===== src/rtl/ram8_16_pkg.sv =====
// Shared constants and the 3-to-8 one-hot load decode for the RAM8 register bank.
package ram8_16_pkg;

  localparam int WIDTH_DEFAULT = 16;
  localparam int DEPTH         = 8;
  localparam int ADDR_W        = 3;

  // dmux8way-style decode: exactly one load line per address.
  function automatic logic [DEPTH-1:0] decode8(input logic [ADDR_W-1:0] a);
    logic [DEPTH-1:0] onehot;
    onehot    = '0;
    onehot[a] = 1'b1;
    return onehot;
  endfunction

endpackage


===== src/rtl/ram8_16_mux8way16.sv =====
// mux8way16: 8:1 combinational read multiplexer for the register bank.
module ram8_16_mux8way16
  import ram8_16_pkg::*;
#(
  parameter int WIDTH = WIDTH_DEFAULT
) (
  input  logic [DEPTH-1:0][WIDTH-1:0] d,
  input  logic [ADDR_W-1:0]           sel,
  output logic [WIDTH-1:0]            y
);

  assign y = d[sel];

endmodule


===== src/rtl/ram8_16.sv =====
// Eight-word register bank with one-hot write decode, combinational read,
// per-word valid flags, bulk clear and a count of valid words.
module ram8_16
  import ram8_16_pkg::*;
#(
  parameter int WIDTH  = WIDTH_DEFAULT,
  parameter bit BYPASS = 1'b0
) (
  input  logic              clk,
  input  logic              rst_n,
  input  logic [WIDTH-1:0]  in,
  input  logic              load,
  input  logic [ADDR_W-1:0] address,
  input  logic              clear,
  output logic [WIDTH-1:0]  out,
  output logic              valid,
  output logic              any_valid,
  output logic [3:0]        wr_count
);

  logic [WIDTH-1:0]            word_reg [DEPTH];
  logic [DEPTH-1:0]            valid_reg;
  logic [3:0]                  count_reg;
  logic [3:0]                  count_next;
  logic [DEPTH-1:0]            load_dec;
  logic                        new_word;
  logic                        wr_en;
  logic [DEPTH-1:0][WIDTH-1:0] word_flat;
  logic [WIDTH-1:0]            mux_out;

  assign wr_en    = load && !clear;
  assign load_dec = wr_en ? decode8(address) : '0;
  // Only a first write to a word grows the count, so it tops out at DEPTH.
  assign new_word   = |(load_dec & ~valid_reg);
  assign count_next = count_reg + 4'(new_word);

  always_ff @(posedge clk or negedge rst_n) begin
    if (!rst_n) begin
      for (int i = 0; i < DEPTH; i++) word_reg[i] <= '0;
      valid_reg <= '0;
      count_reg <= '0;
    end else if (clear) begin
      for (int i = 0; i < DEPTH; i++) word_reg[i] <= '0;
      valid_reg <= '0;
      count_reg <= '0;
    end else begin
      for (int i = 0; i < DEPTH; i++) begin
        if (load_dec[i]) word_reg[i] <= in;
      end
      valid_reg <= valid_reg | load_dec;
      count_reg <= count_next;
    end
  end

  genvar gi;
  generate
    for (gi = 0; gi < DEPTH; gi++) begin : g_flat
      assign word_flat[gi] = word_reg[gi];
    end
  endgenerate

  ram8_16_mux8way16 #(
    .WIDTH(WIDTH)
  ) u_mux (
    .d  (word_flat),
    .sel(address),
    .y  (mux_out)
  );

  generate
    if (BYPASS) begin : g_bypass
      // Write-through is suppressed while reset holds the bank at zero.
      logic thru;
      assign thru  = wr_en && rst_n;
      assign out   = thru ? in : mux_out;
      assign valid = thru ? 1'b1 : valid_reg[address];
    end else begin : g_stored
      assign out   = mux_out;
      assign valid = valid_reg[address];
    end
  endgenerate

  assign wr_count  = count_reg;
  assign any_valid = (count_reg != 4'd0);

endmodule


===== config.mk =====
export PLATFORM = sky130hd
export DESIGN_NAME = ram8_16
export DESIGN_NICKNAME = d
export VERILOG_FILES = /design/src/rtl/ram8_16_pkg.sv /design/src/rtl/ram8_16_mux8way16.sv /design/src/rtl/ram8_16.sv
export SDC_FILE = /design/constraint.sdc
export NUM_CORES = 1
export LEC_CHECK = 0
export CAP_MARGIN = 20
export CORE_ASPECT_RATIO = 1.75
export CORE_MARGIN = 2
export CORE_UTILIZATION = 28
export DETAILED_ROUTE_END_ITERATION = 8
export PLACE_DENSITY = 0.47
export SLEW_MARGIN = 30
export SYNTH_ARGS = -nofsm -noshare
export SYNTH_HDL_FRONTEND = slang
export SYNTH_SLANG_ARGS = --single-unit

===== constraint.sdc =====
create_clock -name clk -period 6 [get_ports clk]
set_input_delay 1.2 -clock clk [delete_from_list [all_inputs] [get_ports clk]]
set_output_delay 1.2 -clock clk [all_outputs]
set_load 0.01 [all_outputs]

* Yosys cells after proc, flatten, opt, wreduce, memory -nomap -nowiden
Index checks and enable logic that the tools add are counted. Widths: inputs -> output; s select.
Word-level totals: bits in registers 140, output and inout port bits 22, word-level logic and storage cells 47
Cells by class: $add $sub $neg 1, $lt $le $gt $ge 2, mux-type cells 18, bitwise gates (word level) 3, reductions and logical operators 13
Operators by type and width (count):
- $mux 16 | 9
- $mux 128 | 1
- $bmux 16 s3 | 1
- $mux 8 | 2
- $reduce_bool 2->1 | 8
- $and 8x8->8 | 1
- $not 8->8 | 1
- $or 8x8->8 | 1
- $reduce_or 8->1 | 1
- $add 4x1->4 | 1
- $lt 3x4->1 const B | 1
- $mux 4 | 1
- $reduce_bool 4->1 | 1
- $bmux 1 s3 | 1
- $demux 1 s3 | 1
- $ge 3x1->1 const B | 1
- $logic_and 1x1->1 | 2
- $mux 1 | 2
- $logic_not 1->1 | 1

* Longest topological paths before layout
word-level depth 9, mapped depth 10, mapped depth without buffers 8

* By module
From an unflattened synthesis, not the netlist that was laid out.
Unflattened totals: cell total of the unflattened synthesis 667, area, all modules 7215.7 um^2
Modules (own cells, without submodules):
- ram8_16 | instances 1, cells each 610, area an instance 6144.6 um^2, sequential area each 3503.4 um^2
- ram8_16_mux8way16 | instances 1, cells each 57, area an instance 1071.0 um^2, sequential area each 0.0 um^2

* Least setup slack after synthesis
OpenSTA, ideal clock, no wires.
path kind input -> output, start input address[0], end output out[10], arrival 2.544 ns, data required time 4.800 ns, slack 2.256 ns, stages on the path 5, cells stage by stage buf_2 > buf_6 > buf_2 > mux4_2 > mux2_2
Between the ends: cells in the longest elaborated chain, start to end 2
Ends and longest elaborated chain:
- start: declaration | line ram8_16.sv:13 | input logic [ADDR_W-1:0] address,
- $bmux 16 s3 | line ram8_16_mux8way16.sv:12 | assign y = d[sel];
- $mux 16 (implied by the code) | line ram8_16_mux8way16.sv:12
- end: declaration | line ram8_16.sv:15 | output logic [WIDTH-1:0] out,
No other way between the ends. The select of a mux whose other input is x is not followed.

* Final worst setup path
start input address[0], end output out[13]
Same word-level chain as after synthesis.

==> summary.md <==
| Metric | Value |
|---|---|
| Status | `complete, no violations` |
| Post-DP Area | `between 7000 and 8000 µm²` |
| Initial drt markers | `roughly 400` |
| DR vias | `a little under 5000` |
| Worst IR Drop VDD | `between 0.15 and 0.2 mV` |
| Fin cells | `about 990` |
| Metal3 WL | `about 750 µm` |
| Global-route wire length before repair | `around 30000 µm` |
| Post-cts sizing count | `0` |
| CTS Sinks | `140` |
| Top layer used by detailed routing | `met4` |
| Chip Height | `about 210 µm` |
| Synth Instances | `roughly 660` |
| Syn. warnings | `0` |
| Clock Skew | `a little under 0.006 ns` |
| Area of the mapped netlist | `6832 µm²` |
| Multi-input logic area | `slightly above 3000 µm²` |
| Worst-Skew Late Latency | `0.43 ns` |
| Netlist cell types | `36` |
| DP HPWL | `roughly 12000 µm` |
| Global-route usage over all layers | `between 15 and 20%` |
| Vias in the first global route | `about 5000` |
| PwrDens | `about 280 nW/µm²` |
| Largest net degree at the start of global routing | `~100` |
| Port Buffers | `44` |
| Arr. time, crit path | `3.45 ns` |
| Post-route core utilization | `between 30% and 40%` |
| Number of flip-flops in the largest register | `roughly 130` |
| Seq/Total Area, Yosys | `~51%` |
| Register Area | `between 3000 and 4000 µm²` |
| Least-Margin Pin Slew | `roughly 0.94 ns` |
| WL/cell | `around 20 µm` |
| M1 WL | `approximately 7500 µm` |
| WS Path Type | `primary input to output pin` |
| Worst setup EP type | `output pin` |
| Clk Tree Root Cell | `clkbuf_16` |
| DRC Markers | `0` |
| Syn_area_per_cell | `between 10 and 15 µm²` |
| Startpoint types | `primary input` |
| Post-CTS Setup Bufs | `0` |
| Filler cells | `around 2400` |
| Layout cells sized above 1 | `19.24%` |
| Min cycle time layout | `roughly 4.6 ns` |
| CTS max path bufs | `2` |
| GRT overflow | `0` |
| Maxcap violations | `0` |
| Flops & latches, synth | `140` |
| Syn nets | `between 600 and 700` |
| Drt via density | `approximately 4.9` |
| Final slew viol count | `0` |
| Leak Pwr | `3.265 nW` |
| Routed wl met2 | `11150 µm` |
| Final period util | `roughly 77%` |
| Gpl congestion | `0.7670` |
| F_max | `between 200 and 250 MHz` |
| # rows | `between 70 and 80` |
| Max FO, Critical Path | `18` |
| Antenna Cells | `0` |
| Die ar. | `25710 µm²` |
| RSZ-0062 raised after global routing | `false` |
| Fin. Hold Viols | `0` |
| Num CTS Buffers | `17` |
| Total placed cells including tap cells | `between 900 and 1000` |
| DR pass1 iterations | `4` |
| Critical Path RT | `approximately 4.8 ns` |
| DRT antenna net count | `0` |
| Chip width | `122.1 µm` |
| Final Power | `approximately 2.3 mW` |
| Relative slew slack | `a little under two fifths` |
| Setup TNS | `0 ns` |
| Initial antenna violation count | `0` |
| Final instance area | `8112 µm²` |
| Hold Buf Count CTS | `0` |
| Total Wirelength | `slightly below 20000 µm` |
| CORE AREA | `24020 µm²` |
| Reg2Reg Setup Slack | `about 4 ns` |
| # setup viols final | `0` |
| CTS tree | `yes` |
| Starting Density | `between 20 and 30%` |
| Worst-path clk slew | `about 0.060 ns` |
| Final #Nets | `around 700` |
| Area Growth Syn to Fin | `18.74%` |
| H-tree Lvls | `4` |
| Ports | `45` |
| Worst min-delay path category | `flip-flop to flip-flop` |
## worst paths after layout
path                       cells past startpoint    startpoint             end
setup / recovery                               5    address[0]         out[13]
hold / removal                                 2  valid_reg[6]    valid_reg[6]
setup reg to reg                               6  valid_reg[1]     wr_count[1]
hold reg to reg                                2  valid_reg[6]    valid_reg[6]
max in group asynchronous                      2         rst_n   word_flat[11]
min in group asynchronous                      1         rst_n  word_flat[105]
## layout make-up
type,count,area share [%]
multi-input combinational,458,37.24
clock inverter,11,2.314
timing repair buffer,56,6.586
sequential,140,43.19
tap,308,4.751
clock buffer,21,5.923
## where the power goes
part | total [mW] | internal [mW] | switching (mW)
logic | 0.155 | 0.0538 | 0.101
clock network | 1.19 | 0.779 | 0.408
registers | 0.965 | 0.957 | 0.00806
## synth_stat cells, drive strengths merged
cell | number | area (µm²)
o22ai | 1 | 6.260
xnor2 | 1 | 8.760
nor2b | 4 | 25.02
clkbuf | 34 | 127.6
o21ai | 1 | 5.000
nand2 | 195 | 757.0
nand3 | 1 | 5.000
or3b | 1 | 11.26
mux2i | 33 | 330.3
ha | 2 | 25.02
o32ai | 1 | 8.760
or3 | 2 | 12.51
mux4 | 33 | 743.2
mux2 | 19 | 214.0
and2 | 2 | 12.51
nand4b | 1 | 8.760
a21oi | 96 | 518.0
dfrtp | 140 | 3503
buf | 31 | 197.7
nor3 | 2 | 26.28
nand3b | 1 | 7.510
nor2 | 54 | 212.7
and4b | 1 | 10.01
xor2 | 1 | 8.760
or4 | 2 | 15.01
and4bb | 1 | 12.51
nand2b | 1 | 6.260
or2 | 2 | 12.51
## metrics by stage
stage / hold slack, ns / setup WS, ns
after detailed placement: 0.4914 / 1.283
after CTS: 0.5056 / 1.284
final: 0.5059 / 1.351
after global placement: 0.4771 / 1.313
after floorplan: 0.4606 / 2.256
after global routing: 0.5240 / 1.207
## kinds of logic (layout without fill, tap and decap cells)
logic type	Yosys count	count (layout)	share of synthesized area, %
compound gates	99	99	7.875
xor+xnor	2	2	0.2565
fa+ha+maj	2	2	0.3662
buf+inv	65	88	4.762
flops	140	140	51.28
mux	85	85	18.85
simple gates	270	270	16.61
## per-layer routing
layer / vias to the layer above / GRT usage [%]
met5: - / 0
met4: 0 / 5.628
met3: 25 / 3.510
met2: 113 / 29.51
met1: 2499 / 18.73
li1: 2243 / -
## placed cells by master (no fill, tap or decap), drive strengths merged, types with 2 or more instances in the layout
master,count
a21oi,96
and2,2
buf,16
bufinv,5
clkbuf,22
clkdlybuf4s50,39
clkinv,3
clkinvlp,3
dfrtp,140
ha,2
mux2,19
mux2i,33
mux4,33
nand2,195
nor2,54
nor2b,4
nor3,2
or2,2
or3,2
or4,2
## worst max-delay path, stage by stage
cell,delay [ns]
buf_2,0.52
buf_4,0.39
mux4_2,0.54
mux2_2,0.28
clkdlybuf4s50_1,0.49
Power figures use the tool's default switching activity.
